<file path="src/rtl/hlsm_pkg.sv">
// Shared types and helpers for the iterating differential-equation FSMD.
package hlsm_pkg;

   typedef enum logic [2:0] {
      S_IDLE    = 3'd0,
      S_ISSUE_A = 3'd1,
      S_ISSUE_B = 3'd2,
      S_WAIT_A  = 3'd3,
      S_ISSUE_C = 3'd4,
      S_WAIT_C  = 3'd5,
      S_UPDATE  = 3'd6,
      S_DONE    = 3'd7
   } state_t;

   // Identifies which product of a step is travelling through the multiplier.
   typedef enum logic [1:0] {
      TAG_A = 2'd0,
      TAG_B = 2'd1,
      TAG_C = 2'd2
   } tag_t;

   localparam logic [1:0] THREE = 2'd3;

   function automatic int unsigned itw(input int unsigned max_iter);
      return $clog2(max_iter + 1);
   endfunction

   // Constant multiply by THREE as a shift-add sum; callers truncate to their width.
   function automatic logic [63:0] times_three(input logic [63:0] v);
      logic [63:0] acc;
      acc = '0;
      for (int i = 0; i < 2; i++)
         if (THREE[i]) acc = acc + (v << i);
      return acc;
   endfunction

endpackage

</file>
<file path="src/rtl/hlsm_diffeq_iter_if.sv">
// Host-side start/done bus of the differential-equation accelerator.
interface hlsm_diffeq_iter_if #(
   parameter int unsigned WIDTH = 32,
   parameter int unsigned ITW   = 8
);
   logic                    Start;
   logic signed [WIDTH-1:0] u, x, y, dx, a;
   logic                    Done;
   logic signed [WIDTH-1:0] u1, x1, y1;
   logic                    c;
   logic [ITW-1:0]          iter;

   modport master (output Start, u, x, y, dx, a, input  Done, u1, x1, y1, c, iter);
   modport slave  (input  Start, u, x, y, dx, a, output Done, u1, x1, y1, c, iter);
endinterface

</file>
<file path="src/rtl/hlsm_mul_pipe.sv">
// Shared pipelined signed multiplier with valid/tag tracking alongside the data.
module hlsm_mul_pipe
   import hlsm_pkg::*;
#(
   parameter int unsigned WIDTH   = 32,
   parameter int unsigned MUL_LAT = 2
) (
   input  logic                    Clk,
   input  logic                    Rst,
   input  logic signed [WIDTH-1:0] op_a,
   input  logic signed [WIDTH-1:0] op_b,
   input  logic                    vld_in,
   input  tag_t                    tag_in,
   output logic signed [WIDTH-1:0] prod,
   output logic                    prod_vld,
   output tag_t                    prod_tag,
   output logic                    nxt_vld,
   output tag_t                    nxt_tag
);
   logic signed [WIDTH-1:0] prod_q [MUL_LAT];
   logic                    vld_q  [MUL_LAT];
   tag_t                    tag_q  [MUL_LAT];

   always_ff @(posedge Clk or negedge Rst) begin
      if (!Rst) begin
         for (int unsigned i = 0; i < MUL_LAT; i++) begin
            prod_q[i] <= '0;
            vld_q[i]  <= 1'b0;
            tag_q[i]  <= TAG_A;
         end
      end else begin
         prod_q[0] <= WIDTH'(op_a * op_b);
         vld_q[0]  <= vld_in;
         tag_q[0]  <= tag_in;
         for (int unsigned i = 1; i < MUL_LAT; i++) begin
            prod_q[i] <= prod_q[i-1];
            vld_q[i]  <= vld_q[i-1];
            tag_q[i]  <= tag_q[i-1];
         end
      end
   end

   assign prod     = prod_q[MUL_LAT-1];
   assign prod_vld = vld_q[MUL_LAT-1];
   assign prod_tag = tag_q[MUL_LAT-1];

   // Product that becomes valid next cycle; none is visible a cycle ahead with one stage.
   if (MUL_LAT > 1) begin : g_nxt
      assign nxt_vld = vld_q[MUL_LAT-2];
      assign nxt_tag = tag_q[MUL_LAT-2];
   end else begin : g_nxt_none
      assign nxt_vld = 1'b0;
      assign nxt_tag = TAG_A;
   end
endmodule

</file>
<file path="src/rtl/hlsm_diffeq_iter.sv">
// Iterating Euler-step FSMD: repeats u/x/y updates until x >= a or MAX_ITER steps.
module hlsm_diffeq_iter
   import hlsm_pkg::*;
#(
   parameter int unsigned WIDTH    = 32,
   parameter int unsigned MUL_LAT  = 2,
   parameter int unsigned MAX_ITER = 255
) (
   input  logic Clk,
   input  logic Rst,
   hlsm_diffeq_iter_if.slave bus
);
   localparam int unsigned ITW = itw(MAX_ITER);
   typedef logic signed [WIDTH-1:0] word_t;

   state_t         state, state_nx;
   word_t          wu, wx, wy, wdx, wa, t2, t6;
   logic [ITW-1:0] steps, steps_nx, iter_q;
   word_t          u1_q, x1_q, y1_q;
   logic           c_q, done_q;
   word_t          mul_a, mul_b, prod;
   logic           mul_vld, prod_vld, nxt_vld;
   tag_t           mul_tag, prod_tag, nxt_tag;
   logic           capture, ld_t2, upd;
   word_t          u_nx, x_nx, y_nx;
   logic           c_nx, last_c, a_ready, c_next;

   hlsm_mul_pipe #(.WIDTH(WIDTH), .MUL_LAT(MUL_LAT)) u_mul (
      .Clk(Clk), .Rst(Rst),
      .op_a(mul_a), .op_b(mul_b), .vld_in(mul_vld), .tag_in(mul_tag),
      .prod(prod), .prod_vld(prod_vld), .prod_tag(prod_tag),
      .nxt_vld(nxt_vld), .nxt_tag(nxt_tag)
   );

   // Step results; in UPDATE the multiplier output is t3.
   assign u_nx     = wu - prod - t6;
   assign x_nx     = wx + wdx;
   assign y_nx     = wy + t2;
   assign c_nx     = (x_nx < wa);
   assign steps_nx = steps + ITW'(1);
   assign last_c   = !c_nx || (steps_nx == ITW'(MAX_ITER));
   assign a_ready  = prod_vld && (prod_tag == TAG_A);
   assign c_next   = nxt_vld && (nxt_tag == TAG_C);

   always_ff @(posedge Clk or negedge Rst) begin
      if (!Rst) state <= S_IDLE;
      else      state <= state_nx;
   end

   always_comb begin
      state_nx = state;
      mul_a    = '0;
      mul_b    = '0;
      mul_vld  = 1'b0;
      mul_tag  = TAG_A;
      capture  = 1'b0;
      ld_t2    = 1'b0;
      upd      = 1'b0;
      case (state)
         S_IDLE: if (bus.Start) begin
            capture  = 1'b1;
            state_nx = S_ISSUE_A;
         end
         S_ISSUE_A: begin
            mul_a    = wu;
            mul_b    = wdx;
            mul_vld  = 1'b1;
            mul_tag  = TAG_A;
            state_nx = S_ISSUE_B;
         end
         S_ISSUE_B: begin
            mul_a    = WIDTH'(times_three(64'(wy)));
            mul_b    = wdx;
            mul_vld  = 1'b1;
            mul_tag  = TAG_B;
            ld_t2    = a_ready;
            state_nx = a_ready ? S_ISSUE_C : S_WAIT_A;
         end
         S_WAIT_A: if (a_ready) begin
            ld_t2    = 1'b1;
            state_nx = S_ISSUE_C;
         end
         S_ISSUE_C: begin
            mul_a    = WIDTH'(times_three(64'(wx)));
            mul_b    = t2;
            mul_vld  = 1'b1;
            mul_tag  = TAG_C;
            state_nx = (MUL_LAT == 1) ? S_UPDATE : S_WAIT_C;
         end
         S_WAIT_C: if (c_next) state_nx = S_UPDATE;
         S_UPDATE: begin
            upd      = 1'b1;
            state_nx = last_c ? S_DONE : S_ISSUE_A;
         end
         S_DONE:  state_nx = S_IDLE;
         default: state_nx = S_IDLE;
      endcase
   end

   // Working registers, product latches and result registers.
   always_ff @(posedge Clk or negedge Rst) begin
      if (!Rst) begin
         {wu, wx, wy, wdx, wa, t2, t6} <= '0;
         steps  <= '0;
         u1_q   <= '0;
         x1_q   <= '0;
         y1_q   <= '0;
         c_q    <= 1'b0;
         iter_q <= '0;
         done_q <= 1'b0;
      end else begin
         if (capture) begin
            wu    <= bus.u;
            wx    <= bus.x;
            wy    <= bus.y;
            wdx   <= bus.dx;
            wa    <= bus.a;
            steps <= '0;
         end
         if (ld_t2) t2 <= prod;
         if (prod_vld && (prod_tag == TAG_B)) t6 <= prod;
         if (upd) begin
            wu    <= u_nx;
            wx    <= x_nx;
            wy    <= y_nx;
            steps <= steps_nx;
         end
         if (upd && last_c) begin
            u1_q   <= u_nx;
            x1_q   <= x_nx;
            y1_q   <= y_nx;
            c_q    <= c_nx;
            iter_q <= steps_nx;
         end
         done_q <= upd && last_c;
      end
   end

   assign bus.Done = done_q;
   assign bus.u1   = u1_q;
   assign bus.x1   = x1_q;
   assign bus.y1   = y1_q;
   assign bus.c    = c_q;
   assign bus.iter = iter_q;
endmodule

</file>
<file path="src/flat_wrapper.sv">
// flat-port wrapper written by rule: the top's interface ports become plain ports
module hlsm_diffeq_iter_flat import hlsm_pkg::*;
#(
   parameter int unsigned WIDTH    = 32,
   parameter int unsigned MUL_LAT  = 2,
   parameter int unsigned MAX_ITER = 255
)
  (Clk, Rst, bus_Start, bus_u, bus_x, bus_y, bus_dx, bus_a, bus_Done, bus_u1, bus_x1, bus_y1, bus_c, bus_iter);
  hlsm_diffeq_iter_if #(.WIDTH(WIDTH), .ITW(8)) bus_i ();
  input  logic Clk;
  input  logic Rst;
  input wire logic [$bits(bus_i.Start)-1:0] bus_Start;
  input wire logic [$bits(bus_i.u)-1:0] bus_u;
  input wire logic [$bits(bus_i.x)-1:0] bus_x;
  input wire logic [$bits(bus_i.y)-1:0] bus_y;
  input wire logic [$bits(bus_i.dx)-1:0] bus_dx;
  input wire logic [$bits(bus_i.a)-1:0] bus_a;
  output wire logic [$bits(bus_i.Done)-1:0] bus_Done;
  output wire logic [$bits(bus_i.u1)-1:0] bus_u1;
  output wire logic [$bits(bus_i.x1)-1:0] bus_x1;
  output wire logic [$bits(bus_i.y1)-1:0] bus_y1;
  output wire logic [$bits(bus_i.c)-1:0] bus_c;
  output wire logic [$bits(bus_i.iter)-1:0] bus_iter;
  assign bus_i.Start = bus_Start;
  assign bus_i.u = bus_u;
  assign bus_i.x = bus_x;
  assign bus_i.y = bus_y;
  assign bus_i.dx = bus_dx;
  assign bus_i.a = bus_a;
  assign bus_Done = bus_i.Done;
  assign bus_u1 = bus_i.u1;
  assign bus_x1 = bus_i.x1;
  assign bus_y1 = bus_i.y1;
  assign bus_c = bus_i.c;
  assign bus_iter = bus_i.iter;
  hlsm_diffeq_iter #(.WIDTH(WIDTH), .MUL_LAT(MUL_LAT), .MAX_ITER(MAX_ITER)) u_core (.Clk(Clk), .Rst(Rst), .bus(bus_i));
endmodule
</file>
<file path="config.mk">
export PLATFORM = sky130hd
export DESIGN_NAME = hlsm_diffeq_iter_flat
export DESIGN_NICKNAME = d
export VERILOG_FILES = /design/src/rtl/hlsm_pkg.sv /design/src/rtl/hlsm_diffeq_iter_if.sv /design/src/rtl/hlsm_mul_pipe.sv /design/src/rtl/hlsm_diffeq_iter.sv /design/src/flat_wrapper.sv
export SDC_FILE = /design/constraint.sdc
export NUM_CORES = 2
export LEC_CHECK = 0
export BUFFER_PORTS_ARGS = -buffer_cell sky130_fd_sc_hd__buf_2
export CORE_ASPECT_RATIO = 0.6
export CORE_MARGIN = 2
export CORE_UTILIZATION = 45
export DETAILED_ROUTE_END_ITERATION = 7
export PLACE_DENSITY_LB_ADDON = 0.1
export SYNTH_ARGS = -nofsm -noshare
export SYNTH_HDL_FRONTEND = slang
export SYNTH_SLANG_ARGS = --single-unit
</file>
<file path="constraint.sdc">
create_clock -name Clk -period 12.48 [get_ports Clk]
set_clock_uncertainty 0.1 [all_clocks]
set_input_delay 1.872 -clock Clk [delete_from_list [all_inputs] [get_ports Clk]]
set_output_delay 1.872 -clock Clk [all_outputs]
set_load 0.05 [all_outputs]
</file>
==> metrics.md <==
| Metric | Value |
|---|---|
| DR vias | 32100 |
| Detailed Routing Iterations Pass 1 | 7 |
| Share of cells above drive strength 1 | 0.126 |
| Ys async rst share | 1.00 |
| Critical Path Start | u_core.wx[1] |
| First-pass GRT wire length | 208000 microns |
| Vias in the first global route | 31900 |
| R2R Path End | u_core.u_mul.prod_q[63] |
| Nature of the critical path endpoint | register |
| Final Critical Period | 11920 ps |
| R2r worst-path depth | 39 |
| Full die area | 91700 sq um |
| Worst slew pin tran | 1250 ps |
| GRT Total Usage | 0.302 |
| CP Class | register to register |
| Slew HR | 0.167 |
| Worst-path maximum fanout | 5 |
| DP HPWL | 109000 microns |
| Layout Nets | 5517 |
| Synthesis-to-finish area growth | 10.5% |
| Routed wire length | 138000 microns |
| Sequential area share after synthesis | 0.256 |
| R2R Setup Slk | 560 ps |
| Synth Cell Area | 40100 sq um |
| Post_cts resized | 0 |
| Post-synth EDFFs | 0 |
| CP max stage cell | fa_1 |
| Vias/cell | 5.57 |
| Fin Setup TNS | 0 ps |
| Die X | 390 microns |
| Num CTS Buffers | 41 |
| Fmax | 83.9 MHz |
| Initial Util | 0.456 |
| Avg Inst Size Synth | 9.20 sq um |
| Final Hold Vio Count | 0 |
| End of the critical path | u_core.u_mul.prod_q[63] |
| Seq cells post-synth | 411 |
| IO Count | 269 |
| Most used DFF post-synth | dfrtp_1 |
| Crit path launch type | register |
| GPL Wtd Cong | 0.959 |
| Largest net degree at the start of global routing | 183 |
| RSZ-0062 raised after global routing | no |
| Final setup viols | 0 |
| Clk root buf | clkbuf_16 |
| Core area | 88000 sq um |
| Final ANT Viol Nets | 0 |
| GRT overflow | 0 |
| Yosys cell types | 81 |
| Cells after synthesis | 4360 |
| Hold Crit Class | register to register |
| Worst skew pair latency | 590 ps |
| R2r startpoint | u_core.wx[1] |
| Clock Sinks | 411 |
| # port buffers | 268 |
| Placement Cell Area | 43000 sq um |
| Max-cap violation count | 0 |
| Crit path DAT | 12290 ps |
| CTS tree | done |
| Synthesized Nets | 5304 |
| YS warnings | 0 |
| Site row count | 84 |
| Hold Buf Count CTS | 0 |
| Register clock-pin slew on the reported worst setup and hold paths | 80 ps |
| Util after Layout | 0.504 |
| Status | finished, final reports clean |
| H-tree depth | 2 |
| WL/cell | 23.9 microns |
| Design Area, Final | 44400 sq um |
| DRC violation total after the first TritonRoute iteration | 3185 |
| Post-CTS setup buffers | 0 |
| Max-slew violations | 0 |
| DRC Markers | 0 |
| Fin crit share | 0.955 |
| Die height | 235 microns |
| CP required | 12850 ps |
| Crit path top cell by count | xnor2_1 |
| Worst path max stage delay | 570 ps |
| Initial antenna violation count | 7 |
| Clk buf depth | 3 |
[metal layers]
metal,vias up,share of wire,GRT usage
li1,14700,-,-
met1,16000,0.49,0.474
met2,1259,0.39,0.404
met3,130,0.11,0.103
met4,6,0.013,0.0405
met5,-,0.00034,0
[cells in the final DEF, fill, tap and decap left out, types with 16 or more instances in the layout]
| cell | netlist | final |
|---|---|---|
| clkbuf_16 | 0 | 42 |
| buf_2 | 9 | 267 |
| nor2b_1 | 29 | 29 |
| nand2b_1 | 66 | 66 |
| a22oi_1 | 96 | 93 |
| dfrtp_1 | 411 | 411 |
| fa_1 | 443 | 443 |
| o21ai_0 | 208 | 208 |
| o21bai_1 | 21 | 21 |
| and3_1 | 16 | 16 |
| buf_4 | 1 | 77 |
| a21oi_1 | 153 | 151 |
| or2_2 | 44 | 44 |
| a21o_1 | 91 | 91 |
| a22o_1 | 45 | 45 |
| ha_1 | 338 | 338 |
| a31oi_1 | 23 | 23 |
| nor2_1 | 403 | 400 |
| nor3_1 | 33 | 32 |
| o31ai_1 | 18 | 17 |
| o21a_1 | 21 | 21 |
| xnor2_1 | 165 | 165 |
| xor2_1 | 43 | 43 |
| mux2_2 | 83 | 83 |
| inv_1 | 606 | 605 |
| nand3_1 | 68 | 67 |
| nand2_1 | 547 | 547 |
[synth_stat cells, types with 18 or more instances]
master    instances  area [sq um]
xor2_1           43           377
o31ai_1          18           135
a31oi_1          23           144
nand2b_1         66           413
fa_1            443          8870
or2_2            44           275
dfrtp_1         411         10300
ha_1            338          4230
nand2_1         547          2050
nand3_1          68           340
a22o_1           45           394
a22oi_1          96           721
o21bai_1         21           158
a21o_1           91           683
nor2b_1          29           181
clkbuf_1        153           574
o21a_1           21           158
nor2_1          403          1510
a21oi_1         153           766
o21ai_0         208          1040
mux2_2           83           935
xnor2_1         165          1450
nor3_1           33           165
inv_1           606          2270
[worst max-delay path, delay by kind of cell, from the launching register on]
family	cells	cell delay, ps
AOI/OAI and AO/OA	8	2270
xor gates and xnor gates	17	3640
adders and majority gates	9	4240
buffers and inverters	2	120
DFF	1	450
and+or+nand+nor	3	960
[stage by stage]
step | hold WS, ps | std cells | worst slack [ps]
after floorplan | 231 | 4360 | 1760
after global placement | 233 | 5691 | 857
after detailed placement | 235 | 5691 | 738
after CTS | 246 | 5762 | 676
after global routing | 256 | 5762 | 46.3
final | 242 | 5764 | 559
[how the worst min path moves through the flow]
stage                       endpoint  depth (start not counted)  slack [ps]               startpoint
3_5_place_dp   u_core.u_mul.prod[22]                          0         230  u_core.u_mul.prod_q[54]
5_1_grt        u_core.u_mul.prod[17]                          0         260  u_core.u_mul.prod_q[49]
4_1_cts         u_core.u_mul.prod[7]                          0         250  u_core.u_mul.prod_q[39]
6_report        u_core.u_mul.prod[7]                          0         240  u_core.u_mul.prod_q[39]
3_3_place_gp   u_core.u_mul.prod[27]                          0         230  u_core.u_mul.prod_q[59]
2_1_floorplan   u_core.u_mul.prod[0]                          0         230  u_core.u_mul.prod_q[32]
[logic make-up after synthesis]
logic type	count (synthesis)	synth area share
flops	411	0.256
xor+xnor	214	0.0486
compound gates	801	0.132
buf+inv	787	0.0740
fa+ha+maj	781	0.326
mux	92	0.0255
simple gates	1274	0.138
[registers in the layout, summed over array words and instances, names as in the netlist]
register               count
u_core.bus.y1             32
u_core.state               3
u_core.wdx                32
u_core.u_mul.nxt_vld       1
u_core.bus.u1             32
u_core.u_mul.prod_tag      2
u_core.u_mul.prod_q       32
u_core.t6                 32
u_core.bus.Done            1
u_core.t2                 32
u_core.bus.iter            8
u_core.bus.c               1
u_core.wu                 32
u_core.u_mul.prod         32
u_core.steps               8
u_core.u_mul.nxt_tag       2
u_core.bus.x1             32
u_core.wy                 32
u_core.wa                 32
u_core.wx                 32
u_core.u_mul.prod_vld      1
[layout make-up]
cell class	count	area [sq um]
diodes	2	5.00
clock buffers	55	1180
clock inverters	16	163
fillers	8381	43600
inverters	608	2280
multi-input cells	3162	27000
flip-flops and latches	411	10300
well taps	1161	1450
repair buffers	349	2010
Power is left out: the tool's default activity adds up to more than one toggle a clock period on the data nets, which glitch-free logic cannot reach.
